**src/rtl/eio_pkg.sv**
```systemverilog
// eio_pkg: shared EIO slave handshake states, timer register offsets and size codes.
package eio_pkg;
    typedef enum logic [1:0] {IDLE, ACK, DRAIN} EIO_STATE;
    localparam logic [5:0] TMR_MTIME_LO = 6'h00;
    localparam logic [5:0] TMR_MTIME_HI = 6'h04;
    localparam logic [5:0] TMR_CMP_LO   = 6'h08;
    localparam logic [5:0] TMR_CMP_HI   = 6'h0C;
    localparam logic [5:0] TMR_CTRL     = 6'h10;
    localparam logic [1:0] EIO_SIZE_WORD = 2'd2;
endpackage

```
**src/rtl/eio_slave_fsm.sv**
```systemverilog
// eio_slave_fsm: generic EIO request/ack/drain handshake; accept pulses when a request is taken.
module eio_slave_fsm
    import eio_pkg::*;
(
    input  logic clk_in,
    input  logic reset_in,
    input  logic req,
    output logic accept,
    output logic ack
);
    EIO_STATE state, state_nxt;
    always_ff @(posedge clk_in) begin
        if (reset_in) state <= IDLE;
        else          state <= state_nxt;
    end
    always_comb begin
        state_nxt = state == IDLE ? (req ? ACK : IDLE) : state == ACK ? DRAIN : IDLE;
        accept = state == IDLE && req;
        ack = state == ACK;
    end
endmodule

```
**src/rtl/eio_timer.sv**
```systemverilog
// eio_timer: EIO machine timer (mtime, mtimecmp, ctrl) with level interrupt.
// Optional EIO_TIMER_PRESCALE_EN adds an 8-bit prescaler in ctrl[15:8].
module eio_timer
    import eio_pkg::*;
#(
    parameter logic [31:0] BASE_ADDR = 32'hFFFF_0000,
    parameter int          A_SZ      = 32,
    parameter int          RSZ       = 32
) (
    input  logic            clk_in,
    input  logic            reset_in,
    input  logic            eio_req,
    input  logic            eio_rw,
    input  logic [A_SZ-1:0] eio_addr,
    input  logic [1:0]      eio_size,
    input  logic [RSZ-1:0]  eio_wr_data,
    output logic            eio_ack,
    output logic            eio_ack_fault,
    output logic [RSZ-1:0]  eio_ack_data,
    output logic            timer_irq
);
    logic        accept, fault, wr, rd, en, tick, fault_q;
    logic [5:0]  off;
    logic [31:0] wdata, rd_val, ctrl_val, hi_shadow, data_q;
    logic [63:0] mtime, mtime_inc, mtime_nxt, mtimecmp;

    eio_slave_fsm u_fsm (
        .clk_in  (clk_in),
        .reset_in(reset_in),
        .req     (eio_req),
        .accept  (accept),
        .ack     (eio_ack)
    );

    assign off   = eio_addr[5:0];
    assign wdata = eio_wr_data[31:0];
    assign fault = eio_addr[A_SZ-1:6] != BASE_ADDR[A_SZ-1:6] || off > TMR_CTRL
                   || eio_size != EIO_SIZE_WORD || eio_addr[1:0] != 2'b00;
    assign wr    = accept && eio_rw && !fault;
    assign rd    = accept && !eio_rw && !fault;

`ifdef EIO_TIMER_PRESCALE_EN
    logic [7:0] presc, pcnt;
    assign ctrl_val = {16'h0, presc, 7'h0, en};
    assign tick     = en && pcnt == presc;
    always_ff @(posedge clk_in) begin
        if (reset_in) begin
            presc <= '0;
            pcnt  <= '0;
        end else if (wr && off == TMR_CTRL) begin
            presc <= wdata[15:8];
            pcnt  <= '0;
        end else if (en) begin
            pcnt  <= tick ? 8'h0 : pcnt + 8'h1;
        end
    end
`else
    assign ctrl_val = {31'h0, en};
    assign tick     = en;
`endif

    // A half written this cycle overrides the increment and blocks the carry into the other half.
    always_comb begin
        mtime_inc = mtime + 64'h1;
        mtime_nxt = tick ? mtime_inc : mtime;
        mtime_nxt = wr && off == TMR_MTIME_LO ? {mtime[63:32], wdata} : mtime_nxt;
        mtime_nxt = wr && off == TMR_MTIME_HI ? {wdata, mtime_nxt[31:0]} : mtime_nxt;
        rd_val = off == TMR_MTIME_LO ? mtime[31:0] :
                 off == TMR_MTIME_HI ? hi_shadow :
                 off == TMR_CMP_LO   ? mtimecmp[31:0] :
                 off == TMR_CMP_HI   ? mtimecmp[63:32] :
                 off == TMR_CTRL     ? ctrl_val : 32'h0;
    end

    always_ff @(posedge clk_in) begin
        if (reset_in) begin
            mtime     <= '0;
            mtimecmp  <= '1;
            en        <= 1'b0;
            hi_shadow <= '0;
            timer_irq <= 1'b0;
            data_q    <= '0;
            fault_q   <= 1'b0;
        end else begin
            mtime     <= mtime_nxt;
            timer_irq <= mtime >= mtimecmp;
            if (wr && off == TMR_CMP_LO)   mtimecmp[31:0]  <= wdata;
            if (wr && off == TMR_CMP_HI)   mtimecmp[63:32] <= wdata;
            if (wr && off == TMR_CTRL)     en              <= wdata[0];
            if (rd && off == TMR_MTIME_LO) hi_shadow       <= mtime[63:32];
            if (accept) begin
                data_q  <= rd ? rd_val : 32'h0;
                fault_q <= fault;
            end
        end
    end

    assign eio_ack_fault = eio_ack && fault_q;
    assign eio_ack_data  = eio_ack ? RSZ'(data_q) : '0;
endmodule
```
**config.mk**
```make
export PLATFORM = sky130hd
export DESIGN_NAME = eio_timer
export DESIGN_NICKNAME = d
export VERILOG_FILES = /design/src/rtl/eio_pkg.sv /design/src/rtl/eio_slave_fsm.sv /design/src/rtl/eio_timer.sv
export SDC_FILE = /design/constraint.sdc
export NUM_CORES = 1
export LEC_CHECK = 0
export ABC_AREA = 0
export ABC_CLOCK_PERIOD_IN_PS = 3400
export CORE_ASPECT_RATIO = 0.75
export CORE_UTILIZATION = 28
export DETAILED_ROUTE_END_ITERATION = 16
export GPL_TIMING_DRIVEN = 0
export PLACE_DENSITY_LB_ADDON = 0.3
export SYNTH_ARGS = -nofsm -noshare
export SYNTH_HDL_FRONTEND = slang
export SYNTH_SLANG_ARGS = --single-unit
```
**constraint.sdc**
```tcl
create_clock -name clk_in -period 3.4 [get_ports clk_in]
set_input_delay 0.85 -clock clk_in [delete_from_list [all_inputs] [get_ports clk_in]]
set_output_delay 0.85 -clock clk_in [all_outputs]
set_load 0.1 [all_outputs]
```
==> results.toml, run 1 <==
[run_status]
status = "finished, final reports clean"

[synthesis]
ys_ff_latch = 197
synth.area.top_cells = "dfxtp_1, ha_1, nor2_1"
ys_seq_area_frac = 0.364
ys_top_cells_by_count = "dfxtp_1, nor2_1, nand2_1"
ys_async_sr_fraction = 0
yosysMostFrequentCell = "dfxtp_1"
ys.flop_type = "dfxtp_1"
syn_avg_cell_area_sq_um = 7.86
yosysWarnings = 0
synth_top_area_frac = 0.364
synth_area_sq_mm = 0.0108
yosysTopAreaCell = "dfxtp_1"
synth_cell_types = 55
synth_edf_count = 0
syn_nets = 1513
syn_inst = 1378

[global_routing]
grt_max_degree = 18
first_global_vias = 10066
grt_pass1_wl_um = 60100
track_usage = 0.202
grt_overflow = 0
antenna_found_initial = 1

[cts]
cts_buffer_depth = 2
cts_sinks = 197
cts-root-buf = "clkbuf_16"
cts_htree_levels = 4
cts_hold_buf = 0
cts_buffers = 17
path_clk_slew_ns = 0.07
cts_tree = "built"
clk_latency_ns = 0.46

[critical_path]
critPathBufInv = 5
reg2regPathDepth = 8
cp-end-kind = "register"
start_kind = "primary input"
crit_family = "buffers and inverters"
ff2ff_setup_slack_ns = 0.28
cp.arrival_ns = 3.69
r2r_start = "mtime[10]$_SDFFE_PP0P_"
crit_top_cell = "buf_4"
worstPathRequired_ns = 3.78
worst-path-max-fanout = 10
path_class = "primary input to register"
path_cells = "clkdlybuf4s50_1, or4_4, a311o_2, buf_12, nor4_4, buf_4, and2_0, buf_2, buf_4, nand2_1, a21oi_1"
timing.rr.end = "mtime[61]$_SDFFE_PP0P_"
cp_slowest_cell = "or4_4"
max_stage_delay_ns = 0.59

[route]
drt_iter0_markers = 1049
wl_met1_um = 19300
drc = 0
dr.pass1.iters = 8
highest_layer = "met5"
ant_nets = 0
wl_met3_um = 3900
wl_per_cell_um = 19.4
vias_per_cell = 5.27
routed_wl_um = 39300
dr_wl_met2_um = 15400
num_vias = 10668

[sta]
clock_skew_ns = 0.0119
final-setup-viol-count = 0
fmax_ghz = 0.302
rsz0062_at_grt = "true"
tns_ns = 0
final_max_slew_viol_count = 0
period_minus_slack_ns = 3.31
finalHoldViolCount = 0
tightest_slew_ns = 1.01
finalCritPeriodShare = 0.974
relSlewSlack = 0.331
fin_ws_ns = 0.0869
timing.hold.ws_ns = 0.457

[min_path]
min_to = "hi_shadow[13]$_SDFFE_PP0P_"
hold_class = "register to register"
hp-start = "hi_shadow[13]$_SDFFE_PP0P_"
whs_path_depth = 2

[placed_design]
dp_hpwl_um = 29800
gp_congestion = 0.912
io_buffer_count = 101
place_ws_ns = -1.42

[pwr]
peakVddDrop_mv = 0.329
internal-power_uw = 3460
powerDensity_mw_per_mm2 = 348
power_switching_uw = 1200
pwr-share-clk = 0.435
sw_frac_of_total = 0.257
leakage_uw = 0.00539
seqPwrFrac = 0.496
combPwrFrac = 0.069

[final_layout]
n_antenna_cell = 0
synthToLayoutAreaGrowth_pct = 23.6
drive_gt1_frac = 0.0868
nNetsFinal = 1643

[floorplanning]
die-area_sq_mm = 0.0395
rows = 61
core_area_sq_mm = 0.0376
initial_utilization = 0.288
die_x_um = 229
io_pins = 105
fp.dieH_um = 172

[run]
max_cap_violations = 0
[per-stage QoR]
| stage | instance area (sq um) | util | power, uW | std cells |
|---|---|---|---|---|
| floorplan | 10800 | - | 2480 | 1378 |
| global placement | 12500 | 0.332 | 2670 | 1983 |
| detailed placement | 12500 | 0.333 | 2670 | 1983 |
| CTS | 13300 | 0.353 | 4670 | 2024 |
| global route | 13400 | 0.356 | 4800 | 2025 |
| finish | 13400 | 0.356 | 4660 | 2025 |
[tightest hold or removal path, stage by stage (launching register included)]
cell	delay (ns)
dfxtp_1	0.31
nand2_1	0.05
a21oi_1	0.05
[power groups by stage]
stage / Combinational [uW] / Clock, uW / Sequential, uW
detailed placement: 310 / 0 / 2360
global placement: 306 / 0 / 2360
finish: 321 / 2030 / 2310
CTS: 312 / 2050 / 2310
floorplan: 118 / 0 / 2360
global route: 342 / 2150 / 2310
[layer usage]
metal / vias up / track usage
met5: - / 0
met4: 2 / 0.0510
met3: 54 / 0.0615
met2: 444 / 0.286
met1: 5060 / 0.293
li1: 5108 / -
[kinds of logic (layout without fill, tap and decap cells)]
family | count (synthesis) | in the layout | share of synthesized area
buffers and inverters | 170 | 313 | 0.0618
flip-flops | 197 | 197 | 0.364
adder cells (fa/ha/maj) | 65 | 65 | 0.0751
XOR/XNOR | 62 | 62 | 0.0501
AND/OR/NAND/NOR | 538 | 538 | 0.229
multiplexers | 3 | 3 | 0.00289
AO/OA/AOI/OAI | 343 | 343 | 0.217
[area by class of cell]
cell class,instances,area (sq um)
Inverter,77,289
Buffer,89,413
Tap cell,504,631
Sequential cell,197,3940
Clock inverter,14,129
Multi-Input combinational cell,1011,6350
Fill cell,3998,24200
Clock buffer,18,439
Timing Repair Buffer,115,1190
[how the worst max path moves through the flow]
stage | start | end | slack (ns) | cells after the start
final | eio_addr[1] | hi_shadow[1]$_SDFFE_PP0P_ | 0.09 | 11
after global routing | eio_addr[1] | hi_shadow[19]$_SDFFE_PP0P_ | -0.01 | 11
after CTS | eio_addr[6] | mtime[60]$_SDFFE_PP0P_ | 0.007 | 8
after detailed placement | eio_addr[6] | hi_shadow[1]$_SDFFE_PP0P_ | -1.42 | 8
after global placement | eio_addr[6] | hi_shadow[1]$_SDFFE_PP0P_ | -1.44 | 8
after floorplan | u_fsm.state[0]$_SDFF_PP0_ | eio_ack_data[21] | 0.1 | 3
[cell usage in the layout, fill, tap and decap left out, types with 6 or more instances in the layout]
cell | synthesis | layout
nor4_1 | 11 | 10
nand3_1 | 34 | 34
a22oi_1 | 65 | 65
clkbuf_16 | 0 | 17
and3_1 | 6 | 6
xor2_1 | 26 | 26
dfxtp_1 | 197 | 197
a21oi_1 | 54 | 54
nand2_1 | 161 | 160
buf_4 | 4 | 15
o21ai_0 | 75 | 75
ha_1 | 65 | 65
inv_1 | 77 | 77
nor2_1 | 195 | 195
nor3_1 | 17 | 14
and2_1 | 34 | 34
clkdlybuf4s15_2 | 0 | 29
nand4_1 | 35 | 35
buf_2 | 13 | 11
xnor2_1 | 36 | 36
clkbuf_1 | 73 | 57
clkbuf_2 | 0 | 8
a211oi_1 | 62 | 61
clkdlybuf4s50_1 | 0 | 66
a21o_1 | 8 | 8
a211o_1 | 64 | 64
[what timing repair did]
| item | in CTS | in global routing |
|---|---|---|
| buffers inserted | 11 | 3 |
| setup endpoints to repair | 219 | 155 |
| resized for setup | 108 | 51 |
| pin swaps | 4 | 4 |
[registers in the layout, summed over array words and instances (netlist names)]
register,count
fault_q,1
hi_shadow,32
mtimecmp,64
timer_irq,1
u_fsm.state,2
en,1
mtime,64
data_q,32
No activity file was read; power rests on OpenSTA's default activity.
==> inputs of run 2 (changes only) <==
--- a/config.mk
+++ b/config.mk
@@ -7,7 +7,6 @@
 export LEC_CHECK = 0
 export ABC_AREA = 0
 export ABC_CLOCK_PERIOD_IN_PS = 3400
-export CORE_ASPECT_RATIO = 0.75
 export CORE_UTILIZATION = 28
 export DETAILED_ROUTE_END_ITERATION = 16
 export GPL_TIMING_DRIVEN = 0
==> run 2 against run 1 <==
  * Sequential power about the same
  * Register-to-register slack worse by 0.07 ns
  * Wire length up 1.5%
  * Clock power up 2%
==> results.toml, run 2 (synthesis gave the netlist of run 1 again) <==
[cts]
cts_sinks = 197
cts_tree = "built"
cts_htree_levels = 4
cts_buffers = 17
path_clk_slew_ns = 0.08
cts_buffer_depth = 2
cts-root-buf = "clkbuf_16"
cts_hold_buf = 0
clk_latency_ns = 0.45

[route]
drt_iter0_markers = 900
wl_per_cell_um = 19.6
vias_per_cell = 5.22
num_vias = 10603
routed_wl_um = 39900
ant_nets = 0
drc = 0
dr.pass1.iters = 5

[critical_path]
cp.arrival_ns = 3.72
path_class = "primary input to register"
worst-path-max-fanout = 10
cp-end-kind = "register"
critPathLaunch = "eio_addr[6]"
start_kind = "primary input"
r2r_start = "en$_SDFFE_PP0P_"
worstPathRequired_ns = 3.76

[floorplanning]
io_pins = 105
initial_utilization = 0.286
fp.dieH_um = 199
die_x_um = 199
core_area_sq_mm = 0.0378
die-area_sq_mm = 0.0395
rows = 71

[sta]
finalCritPeriodShare = 0.988
period_minus_slack_ns = 3.36
clock_skew_ns = 0.0176
finalHoldViolCount = 0
tightest_slew_ns = 0.974
final-setup-viol-count = 0
fin_ws_ns = 0.0411
final_max_slew_viol_count = 0
fmax_ghz = 0.298
relSlewSlack = 0.349
rsz0062_at_grt = "false"

[global_routing]
grt_overflow = 0
antenna_found_initial = 0
grt_pass1_wl_um = 61400
first_global_vias = 10467
grt_max_degree = 20
track_usage = 0.206

[placed_design]
io_buffer_count = 101
gp_congestion = 0.904
placed_area_sq_mm = 0.0125
place_ws_ns = -1.23
dp_hpwl_um = 29800

[final_layout]
fillers = 4050
final_util = 0.353
final_common_cell = "dfxtp_1"
drive_gt1_frac = 0.0861
reg.largest.list = "mtime x64, mtimecmp x64"
n_antenna_cell = 0
finish.instance_area_sq_mm = 0.0134
synthToLayoutAreaGrowth_pct = 23.4
nNetsFinal = 1644
layout_common_cells = "dfxtp_1, nor2_1, nand2_1, inv_1, o21ai_0"

[pwr]
powerDensity_mw_per_mm2 = 352
peakVddDrop_mv = 0.353
leakage_uw = 0.00538

[run]
max_cap_violations = 0

[min_path]
hp-start = "hi_shadow[23]$_SDFFE_PP0P_"
hold_class = "register to register"

[run_status]
status = "finished, final reports clean"
## run 2: where the power goes
part	switching, uW	leakage (uW)	internal [uW]	total, uW
combinational	205	0.00350	112	317
sequential	1.53	0.00159	2310	2310
clock	1030	0.000291	1050	2080
## run 2: area by class of cell
type                            instances  area, sq um  share of cell area
Tap cell                              511          639              0.0478
Timing Repair Buffer                  115         1150              0.0861
Inverter                               77          289              0.0216
Buffer                                 90          417              0.0312
Sequential cell                       197         3940               0.295
Clock inverter                         15          169              0.0126
Clock buffer                           17          425              0.0318
Multi-Input combinational cell       1011         6330               0.474
## run 2: critical path, stage by stage
cell and delay (ns):
clkdlybuf4s50_1 0.42, or4_1 0.58, or4_4 0.57, nor4_4 0.42, and2_0 0.17, buf_2 0.15, buf_2 0.28, nand2_1 0.12
a21oi_1 0.16
## run 2: layer usage
metal	vias to the layer above	global-route usage	wire (um)
li1	5107	-	-
met1	5108	0.278	18600
met2	338	0.337	18200
met3	50	0.0312	2230
met4	0	0.0613	912
met5	-	0	0
## run 2: worst paths after layout
| check | to | slack, ns | cells after the start |
|---|---|---|---|
| max | hi_shadow[28]$_SDFFE_PP0P_ | 0.04 | 9 |
| max reg2reg | mtime[37]$_SDFFE_PP0P_ | 0.21 | 9 |
| min reg2reg | hi_shadow[23]$_SDFFE_PP0P_ | 0.46 | 2 |
| min | hi_shadow[23]$_SDFFE_PP0P_ | 0.46 | 2 |
## run 2: metrics by stage
step	hold WS [ns]	setup TNS, ns	total power, uW	instances
finish	0.456	0	4700	2033
global route	0.466	0	4840	2033
CTS	0.455	0	4720	2027
detailed placement	0.445	-191.92	2670	1990
global placement	0.440	-215.50	2670	1990
floorplan	0.432	0	2480	1378
## run 2: timing repair
| action | 4_1_cts | 5_1_grt |
|---|---|---|
| pin swaps | 3 | 11 |
| setup buffers | 7 | 7 |
| endpoints found under the setup margin | 223 | 145 |
| gates resized for setup | 117 | 44 |
==> inputs of run 3 (changes only) <==
--- a/config.mk
+++ b/config.mk
@@ -8,8 +8,10 @@
 export ABC_AREA = 0
 export ABC_CLOCK_PERIOD_IN_PS = 3400
 export CORE_UTILIZATION = 28
+export CTS_CLUSTER_SIZE = 10
 export DETAILED_ROUTE_END_ITERATION = 16
 export GPL_TIMING_DRIVEN = 0
+export MAX_ROUTING_LAYER = met4
 export PLACE_DENSITY_LB_ADDON = 0.3
 export SYNTH_ARGS = -nofsm -noshare
 export SYNTH_HDL_FRONTEND = slang
==> run 3 against run 2 <==
  * First-iteration DRC count up 12%
  * Sequential cell count did not move
  * Setup slack better by 0.031 ns
  * Clock power about the same
  * Combinational power barely moved
  * Sequential power hardly changed
  * Critical endpoint unchanged
==> results.toml, run 3 (synthesis gave the netlist of run 1 again) <==
[run_status]
status = "finished, final reports clean"

[global_routing]
antenna_found_initial = 0
grt_overflow = 0
track_usage = 0.212
grt_pass1_wl_um = 61500
grt_max_degree = 20
first_global_vias = 10443

[floorplanning]
die_x_um = 199
io_pins = 105
rows = 71
die-area_sq_mm = 0.0395
core_area_sq_mm = 0.0378
initial_utilization = 0.286
fp.dieH_um = 199

[final_layout]
n_antenna_cell = 0
seq_area_sq_mm = 0.00394
layout_common_cells = "dfxtp_1, nor2_1, nand2_1, inv_1, o21ai_0"
drive_gt1_frac = 0.0879
reg.largest.list = "mtime x64, mtimecmp x64"
nNetsFinal = 1646
synthToLayoutAreaGrowth_pct = 23.4
fillers = 4047
layout.cells.non_filler = 2035
final_common_cell = "dfxtp_1"
multi_input_area_sq_mm = 0.00633

[critical_path]
path_cells = "clkdlybuf4s50_1, or4_1, or4_4, nor4_4, nand2_1, clkbuf_2, nand2_1, a21oi_1"
cp-end-kind = "register"
max_stage_delay_ns = 0.58
ff2ff_setup_slack_ns = 0.20
r2r_start = "en$_SDFFE_PP0P_"
path_class = "primary input to register"
worst-path-max-fanout = 10
timing.rr.end = "mtime[61]$_SDFFE_PP0P_"
worstPathRequired_ns = 3.69
reg2regPathDepth = 9
crit_top_cell = "nand2_1"
cp.arrival_ns = 3.61
start_kind = "primary input"
cp_slowest_cell = "or4_1"

[sta]
relSlewSlack = 0.349
fmax_ghz = 0.300
finalCritPeriodShare = 0.979
clock_skew_ns = 0.0191
timing.hold.ws_ns = 0.455
final_max_slew_viol_count = 0
rsz0062_at_grt = "true"
finalHoldViolCount = 0
period_minus_slack_ns = 3.33
final-setup-viol-count = 0
tightest_slew_ns = 0.974

[min_path]
hp-start = "hi_shadow[11]$_SDFFE_PP0P_"
whs_path_depth = 2
hold_class = "register to register"
min_to = "hi_shadow[11]$_SDFFE_PP0P_"

[route]
dr.pass1.iters = 6
routed_wl_um = 39800
num_vias = 10582
wl_per_cell_um = 19.6
vias_per_cell = 5.20
drt_iter0_markers = 1012
ant_nets = 0
drc = 0

[placed_design]
io_buffer_count = 101
dp_hpwl_um = 29800
dpl.cell_count = 1990
gp_congestion = 0.920

[pwr]
powerDensity_mw_per_mm2 = 352
peakVddDrop_mv = 0.352
leakage_uw = 0.00538

[cts]
cts_buffers = 17
cts_sinks = 197
cts_buffer_depth = 2
path_clk_slew_ns = 0.08
cts-root-buf = "clkbuf_16"
cts_tree = "built"
cts_htree_levels = 4
cts_hold_buf = 0
clk_latency_ns = 0.45

[run]
max_cap_violations = 0
## run 3: area by class of cell
class	instances	share of cell area
plain buffers	90	0.0308
clock buffers	17	0.0318
clock inverters	15	0.0126
inverters	77	0.0216
multi-input cells	1011	0.474
flip-flops and latches	197	0.295
well taps	511	0.0478
repair buffers	117	0.0868
## run 3: timing repair
item                                    CTS  global route
buffers inserted                          7             9
pin swaps                                 3            11
endpoints found under the setup margin  223           134
gates resized for setup                 117            40
## run 3: worst max path at each step
stage | start | endpoint | slack [ns] | cells after the start
after floorplan | u_fsm.state[0]$_SDFF_PP0_ | eio_ack_data[21] | 0.1 | 3
after global placement | eio_req | hi_shadow[23]$_SDFFE_PP0P_ | -1.71 | 9
after detailed placement | eio_req | hi_shadow[28]$_SDFFE_PP0P_ | -1.23 | 9
after CTS | eio_req | mtime[19]$_SDFFE_PP0P_ | 0.002 | 9
after global routing | eio_req | mtime[25]$_SDFFE_PP0P_ | 0.003 | 9
final | eio_addr[6] | hi_shadow[28]$_SDFFE_PP0P_ | 0.07 | 8
## run 3: layer usage
| metal | vias to the layer above | wire, um | global-route usage |
|---|---|---|---|
| li1 | 5109 | - | - |
| met1 | 5081 | 18600 | 0.280 |
| met2 | 341 | 18100 | 0.338 |
| met3 | 51 | 2100 | 0.0288 |
| met4 | 0 | 992 | 0.0584 |
| met5 | - | 0 | - |
## run 3: worst max-delay path: cells and delay by family
kind                   cells  cell delay [ns]
AO/OA/AOI/OAI              1             0.07
buffers and inverters      2             0.78
AND/OR/NAND/NOR            5             1.93
## run 3: stage by stage
step | total power [uW] | TNS, ns | cell area [sq um] | util | setup slack (ns)
5_1_grt | 4840 | 0 | 13400 | 0.353 | 0.00304
6_report | 4700 | 0 | 13400 | 0.353 | 0.0721
3_3_place_gp | 2670 | -215.50 | 12500 | 0.330 | -1.71
4_1_cts | 4720 | 0 | 13300 | 0.350 | 0.00195
3_5_place_dp | 2670 | -191.92 | 12500 | 0.330 | -1.23
2_1_floorplan | 2480 | 0 | 10800 | - | 0.0993
## run 3: power by group
part | leakage, uW | switching (uW) | internal (uW)
sequential | 0.00159 | 1.55 | 2310
clock | 0.000291 | 1030 | 1050
combinational | 0.00350 | 205 | 112
